--- src/rtl/apb_byte_master.sv ---
// APB3 requester driven by a byte command stream; returns a status byte and,
// for reads, a data byte on the response stream. One transfer outstanding at a time.
module apb_byte_master #(
    parameter int unsigned ADDR_WIDTH     = 3,
    parameter int unsigned TIMEOUT_CYCLES = 15
) (
    input  logic                  clk,
    input  logic                  rst,
    input  logic                  in_valid,
    output logic                  in_ready,
    input  logic [7:0]            in_data,
    output logic                  out_valid,
    input  logic                  out_ready,
    output logic [7:0]            out_data,
    output logic [ADDR_WIDTH-1:0] paddr,
    output logic [2:0]            pprot,
    output logic                  psel,
    output logic                  penable,
    output logic                  pwrite,
    output logic [7:0]            pwdata,
    output logic                  pstrb,
    input  logic                  pready,
    input  logic [7:0]            prdata,
    input  logic                  pslverr
);

    localparam int unsigned CNT_W = (TIMEOUT_CYCLES < 2) ? 1 : $clog2(TIMEOUT_CYCLES + 1);

    localparam logic [7:0] STATUS_TIMEOUT = 8'h02;

    typedef enum logic [2:0] {
        S_IDLE      = 3'd0,
        S_WDATA     = 3'd1,
        S_SETUP     = 3'd2,
        S_ACCESS    = 3'd3,
        S_RESP_STAT = 3'd4,
        S_RESP_DATA = 3'd5
    } state_t;

    state_t                r_state;
    state_t                w_state_nxt;

    logic [ADDR_WIDTH-1:0] r_paddr,    w_paddr_nxt;
    logic                  r_pwrite,   w_pwrite_nxt;
    logic [7:0]            r_pwdata,   w_pwdata_nxt;
    logic                  r_psel,     w_psel_nxt;
    logic                  r_penable,  w_penable_nxt;
    logic [7:0]            r_out_data, w_out_data_nxt;
    logic [7:0]            r_rdata,    w_rdata_nxt;
    logic [CNT_W-1:0]      r_cnt,      w_cnt_nxt;

    logic                  w_in_hs;
    logic                  w_out_hs;
    logic                  w_timeout_hit;
    logic                  w_unused_in;

    // Command bits between bit7 and the address field carry no meaning.
    assign w_unused_in = &{1'b0, in_data};

    assign w_in_hs       = in_valid && in_ready;
    assign w_out_hs      = out_valid && out_ready;
    assign w_timeout_hit = (TIMEOUT_CYCLES != 0) &&
                           ((32'(r_cnt) + 32'd1) == 32'(TIMEOUT_CYCLES));

    // State register
    always_ff @(posedge clk) begin
        if (rst) begin
            r_state <= S_IDLE;
        end else begin
            r_state <= w_state_nxt;
        end
    end

    // Next-state logic
    always_comb begin
        w_state_nxt = r_state;
        case (r_state)
            S_IDLE: begin
                if (w_in_hs) begin
                    w_state_nxt = in_data[7] ? S_WDATA : S_SETUP;
                end
            end
            S_WDATA: begin
                if (w_in_hs) begin
                    w_state_nxt = S_SETUP;
                end
            end
            S_SETUP: begin
                w_state_nxt = S_ACCESS;
            end
            S_ACCESS: begin
                if (pready || w_timeout_hit) begin
                    w_state_nxt = S_RESP_STAT;
                end
            end
            S_RESP_STAT: begin
                if (w_out_hs) begin
                    w_state_nxt = r_pwrite ? S_IDLE : S_RESP_DATA;
                end
            end
            S_RESP_DATA: begin
                if (w_out_hs) begin
                    w_state_nxt = S_IDLE;
                end
            end
            default: begin
                w_state_nxt = S_IDLE;
            end
        endcase
    end

    // Output decode and next values of the registered outputs/datapath
    always_comb begin
        in_ready       = (r_state == S_IDLE) || (r_state == S_WDATA);
        out_valid      = (r_state == S_RESP_STAT) || (r_state == S_RESP_DATA);
        w_paddr_nxt    = r_paddr;
        w_pwrite_nxt   = r_pwrite;
        w_pwdata_nxt   = r_pwdata;
        w_out_data_nxt = r_out_data;
        w_rdata_nxt    = r_rdata;
        w_cnt_nxt      = r_cnt;
        w_psel_nxt     = (w_state_nxt == S_SETUP) || (w_state_nxt == S_ACCESS);
        w_penable_nxt  = (w_state_nxt == S_ACCESS);

        case (r_state)
            S_IDLE: begin
                if (w_in_hs) begin
                    w_paddr_nxt  = in_data[ADDR_WIDTH-1:0];
                    w_pwrite_nxt = in_data[7];
                end
            end
            S_WDATA: begin
                if (w_in_hs) begin
                    w_pwdata_nxt = in_data;
                end
            end
            S_ACCESS: begin
                if (pready) begin
                    // pslverr only has meaning in the completing cycle
                    w_out_data_nxt = {7'b0, pslverr};
                    if (!r_pwrite) begin
                        w_rdata_nxt = prdata;
                    end
                end else begin
                    w_cnt_nxt = r_cnt + CNT_W'(1);
                    if (w_timeout_hit) begin
                        w_out_data_nxt = STATUS_TIMEOUT;
                        w_rdata_nxt    = 8'h00;
                    end
                end
            end
            S_RESP_STAT: begin
                if (w_out_hs && !r_pwrite) begin
                    w_out_data_nxt = r_rdata;
                end
            end
            default: begin
            end
        endcase

        if (w_state_nxt == S_SETUP) begin
            w_cnt_nxt = '0;
        end
    end

    // Datapath and APB output registers
    always_ff @(posedge clk) begin
        if (rst) begin
            r_paddr    <= '0;
            r_pwrite   <= 1'b0;
            r_pwdata   <= 8'h00;
            r_psel     <= 1'b0;
            r_penable  <= 1'b0;
            r_out_data <= 8'h00;
            r_rdata    <= 8'h00;
            r_cnt      <= '0;
        end else begin
            r_paddr    <= w_paddr_nxt;
            r_pwrite   <= w_pwrite_nxt;
            r_pwdata   <= w_pwdata_nxt;
            r_psel     <= w_psel_nxt;
            r_penable  <= w_penable_nxt;
            r_out_data <= w_out_data_nxt;
            r_rdata    <= w_rdata_nxt;
            r_cnt      <= w_cnt_nxt;
        end
    end

    assign paddr    = r_paddr;
    assign pwrite   = r_pwrite;
    assign pwdata   = r_pwdata;
    assign psel     = r_psel;
    assign penable  = r_penable;
    assign out_data = r_out_data;
    assign pprot    = 3'b000;
    assign pstrb    = 1'b1;

endmodule

--- config.mk ---
export PLATFORM = sky130hd
export DESIGN_NAME = apb_byte_master
export DESIGN_NICKNAME = d
export VERILOG_FILES = /design/src/rtl/apb_byte_master.sv
export SDC_FILE = /design/constraint.sdc
export NUM_CORES = 1
export LEC_CHECK = 0
export CAP_MARGIN = 20
export CORE_ASPECT_RATIO = 0.6
export CORE_MARGIN = 1.5
export CORE_UTILIZATION = 41
export DETAILED_ROUTE_END_ITERATION = 8
export PLACE_DENSITY = 0.82
export SYNTH_ARGS = -nofsm -noshare
export SYNTH_HDL_FRONTEND = slang
export SYNTH_SLANG_ARGS = --single-unit
--- constraint.sdc ---
create_clock -name clk -period 1.5 [get_ports clk]
set_input_delay 0.225 -clock clk [delete_from_list [all_inputs] [get_ports clk]]
set_output_delay 0.225 -clock clk [all_outputs]
set_load 0.01 [all_outputs]
# Word level (Yosys, flattened, before mapping)

Cells that the tools add are included.

Add/sub/neg operators: 2
Equality and inequality tests: 11
Mux-type cells: 15
Bitwise gates (word level): 1
Reductions and logical operators: 17

Operators with widths:

| cell                                                                     | count |
|---|---|
| 8-bit 2-to-1 mux                                                         | 6 |
| 3-bit 2-to-1 mux                                                         | 6 |
| 3-bit case mux with 6 select lines                                       | 1 |
| 8-bit case mux with 2 select lines                                       | 1 |
| 3-bit by 2-bit == test with 1-bit output (second input constant)         | 4 |
| 3-bit == test (second input constant)                                    | 2 |
| 2-bit AND reduction                                                      | 3 |
| 3-bit AND reduction                                                      | 2 |
| 4-bit by 1-bit adder with 5-bit output (second input constant)           | 1 |
| 5-bit by 4-bit == test with 1-bit output (second input constant)         | 1 |
| 4-bit by 1-bit adder with 4-bit output (second input constant)           | 1 |
| 1-bit logical OR                                                         | 4 |
| 2-bit nonzero test                                                       | 2 |
| 3-bit by 1-bit == test with 1-bit output (second input constant)         | 1 |
| 1-bit logical AND                                                        | 3 |
| 3-bit logical NOT                                                        | 1 |
| 3-bit inequality test (second input constant)                            | 1 |
| 2-bit 2-to-1 mux                                                         | 1 |
| 2-bit by 1-bit inequality test with 1-bit output (second input constant) | 1 |
| 2-bit inequality test (second input constant)                            | 1 |
| 2-bit OR reduction                                                       | 1 |
| 1-bit logical NOT                                                        | 1 |
| 1-bit inverter                                                           | 1 |

Register bits after elaboration: 37
Input port bits: 22
Output and inout bits: 28
Word-level logic and storage cells: 55

# Logic depth before layout (Yosys ltp)

Word-level depth: 7
Depth in mapped cells: 7
Mapped depth without buffers: 7

# Worst setup path after synthesis

OpenSTA, ideal clock, no wires.

Path kind: register to register
Start point: register r_cnt[0]
End point: register r_out_data[2] (netlist: out_data[2])
Setup time: 0.059 ns
Data arrival time: 1.598 ns
Required time: 1.441 ns
Slack: -0.157 ns
Cell stages (with the launch flop): 8
Path buffers: 0
Period minus slack after synthesis: 1.657 ns
Cells stage by stage: dfxtp_1 -> inv_1 -> ha_1 -> and4b_4 -> o21a_1 -> a31o_1 -> nor3_4 -> a22o_1

Longest elaborated chain between the ends: 4

Ends and longest elaborated chain:

| what                                     | line | RTL |
|---|---|---|
| start: declaration                       | 50   | `logic [CNT_W-1:0] r_cnt, w_cnt_nxt;` |
| start signal: assignment                 | 185  | `r_cnt <= w_cnt_nxt;` |
| 4-bit by 1-bit adder with 5-bit output   | 63   | `((32'(r_cnt) + 32'd1) == 32'(TIMEOUT_CYCLES));` |
| 5-bit by 4-bit == test with 1-bit output | 63   |  |
| 3-bit inequality test (no source line)   | --   |  |
| 3-bit AND reduction (no source line)     | --   |  |
| end signal: assignment                   | 183  | `r_out_data <= w_out_data_nxt;` |
| end: declaration                         | 48   | `logic [7:0] r_out_data, w_out_data_nxt;` |

Every way passes these cells.
A chain may end at the register's enable or synchronous reset.

# Worst setup path after layout

Start point: register r_cnt[0]
End point: register r_out_data[5] (netlist: out_data[5])

The elaborated chain is that of the path after synthesis.

==> metrics.md <==
| Metric | Value |
|---|---|
| Die Area | 4354 µm² |
| Non-Filler Instances | 307 |
| Clock Tree Buf Depth | 2 |
| Post-synthesis simple-gate area fraction | 0.2299 |
| Unique masters post-synth | 44 |
| Fill count | 321 |
| First-pass GRT wire length | 6851 µm |
| Clock skew | 5.128 ps |
| Proportion of synthesized chip area in sequential cells | 0.4568 |
| Post-synth EDFFs | 0 |
| Clock latency on the worst-skew pair | 290 ps |
| Die width | 84.19 µm |
| Clock slew at reported path FFs | 70 ps |
| Syn_area_per_cell | 8.813 µm² |
| Root buffer cell | clkbuf_8 |
| Area after DPL | 2321 µm² |
| RSZ-0062 raised after global routing | yes |
| Routed vias | 1587 |
| Fmax | 586.0 MHz |
| Fraction of the mapped netlist area in adder cells | 0.01543 |
| Top_reg_cell synth | dfxtp_1 |
| Clock share of power | 0.315 |
| Reg power frac | 0.500 |
| Drt pass-1 iters | 4 |
| Gp weighted congestion | 0.7684 |
| PnR worst setup slack | -206.5 ps |
| WL/cell | 13.90 µm |
| FFs w/ async S/R, synth | 0 |
| Mux contribution to synthesized area | 0 |
| FF+latch count, synth | 37 |
| Combinational share of power | 0.185 |
| Synthesis-to-finish area growth | 57.64% |
| Synth Area in Compound Gates | 0.2315 |
| Static leakage | 0.9800 nW |
| DP Worst Slack | -222.1 ps |
| Outcome | complete, but fails checks |
| Std cell rows | 17 |
| Final Max Tran Viols | 0 |
| Xor and xnor area share after synthesis | 0.01620 |
| Crit path kind | flip-flop to flip-flop |
| Maxcap violations | 0 |
| Initial DRC count | 46 |
| Fraction of layout cells with a size suffix above 1 | 0.2923 |
| Largest net degree at the start of global routing | 13 |
| Starting Density | 0.4356 |
| Failing checks | negative setup slack |
| Combinational family with the most area after synthesis | compound AO/OA/AOI/OAI gates |
| Crit Path Max Fanout | 6 |
| All-Layer GR Usage | 0.2045 |
| Max VDD drop | 0.5927 mV |
| CP Capture Type | flip-flop |
| PwrDens | 826.1 nW/µm² |
| Port Buf Inserts | 45 |
| CTS H-tree lvls | 2 |
| Final period utilization | 1.138 |
| Post-Syn Area | 1622 µm² |
| Dpl cells | 296 |
| DRC violations left | 0 |
| Post-layout nets | 283 |
| CP Launch Type | flip-flop |
| CTS buffer count | 5 |
| Hpwl dp | 3064 µm |
| Top Ports | 50 |
| Antenna violations before repair | 0 |
| Sink Count | 37 |
| CP required | 1730 ps |
| Setup violators final | 21 |
| Routed vias/inst | 5.169 |
| CTS tree | yes |
| Die Y | 51.72 µm |
| Switching share of power | 0.2634 |
| Final Hold Vio Count | 0 |
| Total gr overflow | 0 |
| Fin crit period | 1707 ps |
| WL final | 4266 µm |
| Critical path data arrival time | 1940 ps |
| Post-Syn Instances | 184 |
| DRT antenna net count | 0 |
| Hold-fix buffers, CTS | 0 |
| Worst hold path type | flip-flop to flip-flop |
| Core Area | 3722 µm² |
| Cell-internal power | 1.555 mW |
| Sw Pwr | 556.3 µW |
| Synth Warn # | 0 |
| Diodes inserted | 0 |
| Final instance area | 2556 µm² |
| Vias in the first global route | 1500 |
[area by class of cell]
class / count / area, µm² / area share
Timing Repair Buffer: 79 / 720.7 / 0.2819
Multi-Input combinational cell: 135 / 940.9 / 0.3681
Clock inverter: 2 / 10.01 / 0.003916
Tap cell: 47 / 58.81 / 0.02301
Sequential cell: 37 / 749.5 / 0.2932
Clock buffer: 6 / 72.57 / 0.02839
Inverter: 1 / 3.754 / 0.001468
[flip-flops by register name (all words and copies together), names as in the netlist]
name      cells
r_cnt         4
paddr         3
r_rdata       8
out_data      8
r_state       3
psel          1
pwdata        8
penable       1
pwrite        1
[cells by family (layout without fill, tap and decap cells)]
| group | after synthesis | count (layout) |
|---|---|---|
| other cells | 2 | 4 |
| compound gates | 53 | 53 |
| xor+xnor | 3 | 3 |
| buf+inv | 14 | 88 |
| simple gates | 73 | 73 |
| flops | 37 | 37 |
| fa+ha+maj | 2 | 2 |
[cell usage after synthesis (4+ instances only)]
cell      instances  area share
clkbuf_1          6       0.014
nand2_1          28       0.065
a22oi_1           8       0.037
a31o_1            4       0.022
a21oi_1          17       0.052
buf_4             5       0.023
nor2_1           19       0.044
dfxtp_1          37        0.46
o21ai_0           5       0.015
a22o_1            6       0.032
[placed cells by master (no fill, tap or decap), drive strengths merged, types with 3 or more instances in the layout]
cell / netlist / layout
clkdlybuf4s50: 0 / 42
conb: 2 / 4
nand3: 3 / 3
a31o: 4 / 4
a22oi: 8 / 8
nor2b: 3 / 3
nor2: 19 / 19
o21ai: 6 / 6
clkbuf: 6 / 6
a22o: 6 / 6
a21oi: 17 / 17
nor3: 5 / 5
dfxtp: 37 / 37
nand2: 28 / 28
buf: 7 / 34
[worst paths after layout]
path / slack [ps] / cells past startpoint / start / end
worst max-delay path: -210 / 7 / r_cnt[0]$_SDFFE_PP0P_ / out_data[5]$_SDFFE_PP0P_
worst min-delay path: 460 / 2 / pwdata[6]$_SDFFE_PP0P_ / pwdata[6]$_SDFFE_PP0P_
worst max register to register: -210 / 7 / r_cnt[0]$_SDFFE_PP0P_ / out_data[5]$_SDFFE_PP0P_
worst min register to register: 460 / 2 / pwdata[6]$_SDFFE_PP0P_ / pwdata[6]$_SDFFE_PP0P_
[critical path, stage by stage (launching register included)]
cell and delay [ps]:
dfxtp_4 380, inv_2 50, ha_4 150, and4b_4 200, o21a_1 190, a31o_1 220
nor3_4 270, a22o_1 190
[metrics by stage]
stage               total power [mW]  hold WS [ps]  utilization  setup TNS (ps)
floorplan                      1.240         361.0            -          -464.8
global placement               1.434         441.8       0.6235           -2067
detailed placement             1.441         449.4       0.6235           -2864
CTS                            2.121         458.7       0.6686           -1672
global route                   2.219         475.0       0.6867           -4125
finish                         2.112         455.6       0.6867           -2519
[timing repair]
item,in CTS,in global routing
pin swaps,3,11
buffers inserted,1,3
gates cloned,0,0
gates resized for setup,19,14
endpoints found under the setup margin,24,28
[per-layer routing]
layer | routed length [µm] | global-route usage | vias to the layer above
met5 | 0 | 0 | -
met4 | 57 | 0.06557 | 0
met3 | 241 | 0.05556 | 7
met2 | 1948 | 0.3427 | 46
met1 | 2018 | 0.2600 | 739
li1 | - | - | 795
[power by group through the flow]
stage / logic, mW / clock network, mW / registers [mW]
after global routing: 0.426 / 0.735 / 1.06
after CTS: 0.378 / 0.689 / 1.05
after floorplan: 0.160 / 0 / 1.08
final: 0.391 / 0.665 / 1.06
after detailed placement: 0.367 / 0 / 1.07
after global placement: 0.361 / 0 / 1.07
(Power assumes the default switching activity.)
==> variant, RTL diff (same settings) <==
Take the reset off `r_out_data` and load it in a clocked block of its own.
--- a/src/rtl/apb_byte_master.sv
+++ b/src/rtl/apb_byte_master.sv
@@ -171,7 +171,6 @@
             r_pwdata   <= 8'h00;
             r_psel     <= 1'b0;
             r_penable  <= 1'b0;
-            r_out_data <= 8'h00;
             r_rdata    <= 8'h00;
             r_cnt      <= '0;
         end else begin
@@ -180,10 +179,13 @@
             r_pwdata   <= w_pwdata_nxt;
             r_psel     <= w_psel_nxt;
             r_penable  <= w_penable_nxt;
-            r_out_data <= w_out_data_nxt;
             r_rdata    <= w_rdata_nxt;
             r_cnt      <= w_cnt_nxt;
         end
+    end
+
+    always_ff @(posedge clk) begin
+        r_out_data <= w_out_data_nxt;
     end
 
     assign paddr    = r_paddr;
Check against the original RTL: differs if rst is asserted again (counterexample within 4 cycles, from zero or initial values and one cycle with rst high); with rst held inactive, the same outputs for 10 cycles.
==> variant against the original RTL <==
Register-to-register slack improved by 0.27 ns; area after synthesis is 1.4% higher; routed wire length fell by 8.0%; core utilization fell by 3.3 points; worst setup slack improved by 0.26 ns; via count decreased by 11%; power is 0.42% higher; final area shrank 4.3%; die area grew 1.3%; sequential cell count did not move.
==> variant: results (changes against the original RTL) <==
* Status: finished clean
* TNS Setup at 0 ns (+2.519 ns)
* Number of synthesized flops with an enable pin at 8 (+8)
* Adder-cell share of the synthesized area at 1.522% (-0.021 points)
* Leak at 0.8799 nW (-10%)
* Starting density of the core at 43.92% (+0.35 points)
* Largest stage delay on the critical path at 0.51 ns (+0.13 ns)
* Worst min-delay path class: in -> reg
* Compound-gate portion of the synthesized area at 16.97% (-6.2 points)
* GR Util All Layers at 19.45% (-1.0 points)
* Global-route wire length before repair at 6430 µm (-6.1%)
* Clk_skew at 0.004428 ns (-0.0006999 ns)
* Routed vias at 1413 (-11%)
* Mux cell area share after synthesis at 3.653% (+3.7 points)
* Cell Area, Placed at 2237 µm² (-3.6%)
* Routed WL per cell at 14.32 µm (+3.1%)
* Worst R2R Setup Slack at 0.06 ns (+0.27 ns)
* Top post-synthesis cells by area: dfxtp_1 (35%), edfxtp_1 (15%), nand2_1 (6.8%), a311oi_1 (5.3%), a21oi_1 (4.9%)
* Register area share after synthesis at 49.92% (+4.2 points)
* Starting DRT DRC Count at 49 (+6.5%)
* Layout cells sized above 1 at 22.03% (-7.2 points)
* Slowest cell on crit path: clkdlybuf4s50_1
* GPL Wtd Cong at 0.7769 (+1.1%)
* Critical Path AT at 1.64 ns (-0.30 ns)
* Yosys cell types at 40 (-9.1%)
* Max rail drop VDD at 0.0005244 V (-12%)
* Most instantiated cells after synthesis: nand2_1 (30), dfxtp_1 (29), a21oi_1 (16)
* Detailed Place HPWL at 2814 µm (-8.1%)
* Mapped Cells at 170 (-7.6%)
* Antenna Nets Post-Route at 0 (unchanged)
* Final net count at 250 (-12%)
* XOR/XNOR Fraction of Synth Area at 1.598% (-0.022 points)
* CP max FO at 4 (-2)
* Final Instance Count excl. Fillers at 274 (-11%)
* Largest net degree at the start of global routing at 17 (+4)
* Dpl cells at 265 (-10%)
variant: repair_timing:
action | in CTS | in global routing
pin swaps | 1 | 2
buffers inserted | 1 | 0
setup endpoints to repair | 19 | 31
gates cloned | 0 | 0
resized for setup | 14 | 17
hold endpoints to repair | 0 | 0
variant: through the flow:
| step | total power, mW | worst slack, ns | hold WS (ns) |
|---|---|---|---|
| finish | 2.120 | 0.05152 | 0.4469 |
| global route | 2.217 | -0.02060 | 0.4320 |
| floorplan | 1.280 | 0.03460 | 0.3610 |
| CTS | 2.121 | 0.005256 | 0.4597 |
| global placement | 1.454 | -0.2413 | 0.4415 |
| detailed placement | 1.462 | -0.2834 | 0.4499 |
variant: metal layers:
metal | vias up | share of wire (%) | track usage (%)
met2 | 41 | 44 | 28.44
met5 | - | 0 | 0
met3 | 7 | 6.8 | 6.984
li1 | 701 | - | -
met4 | 0 | 1.8 | 10.75
met1 | 664 | 48 | 25.12
variant: layout make-up:
class                           count  area, µm²
Sequential cell                    37      838.3
Inverter                            4      15.01
Fill cell                         310       1296
Tap cell                           47      58.81
Clock inverter                      2      10.01
Multi-Input combinational cell    119      878.3
Clock buffer                        6      72.57
Timing Repair Buffer               59      574.3
variant: power by group:
part / switching, mW / internal [mW]
Combinational: 0.170 / 0.194
Sequential: 0.0371 / 1.05
Clock: 0.345 / 0.322
Total: 0.552 / 1.57
variant: cell families after synthesis:
group,count (synthesis)
fa+ha+maj,2
mux,6
flops,37
xor+xnor,3
simple gates,64
compound gates,40
other cells,2
buf+inv,16
variant: worst max-delay path, delay by kind of cell:
family	cells	cell delay (ns)
buffers and inverters	1	0.51
muxes	1	0.22
and+or+nand+nor	3	0.68
variant: path summary, 6_finish.rpt:
path                             to  cells after the start              startpoint
min reg2reg  pwdata[3]$_SDFFE_PP0P_                      2  pwdata[3]$_SDFFE_PP0P_
min           out_data[1]$_DFFE_PP_                      2                  pready
max reg2reg   out_data[1]$_DFFE_PP_                      4   r_cnt[1]$_SDFFE_PP0P_
max           paddr[2]$_SDFFE_PP0P_                      5                in_valid
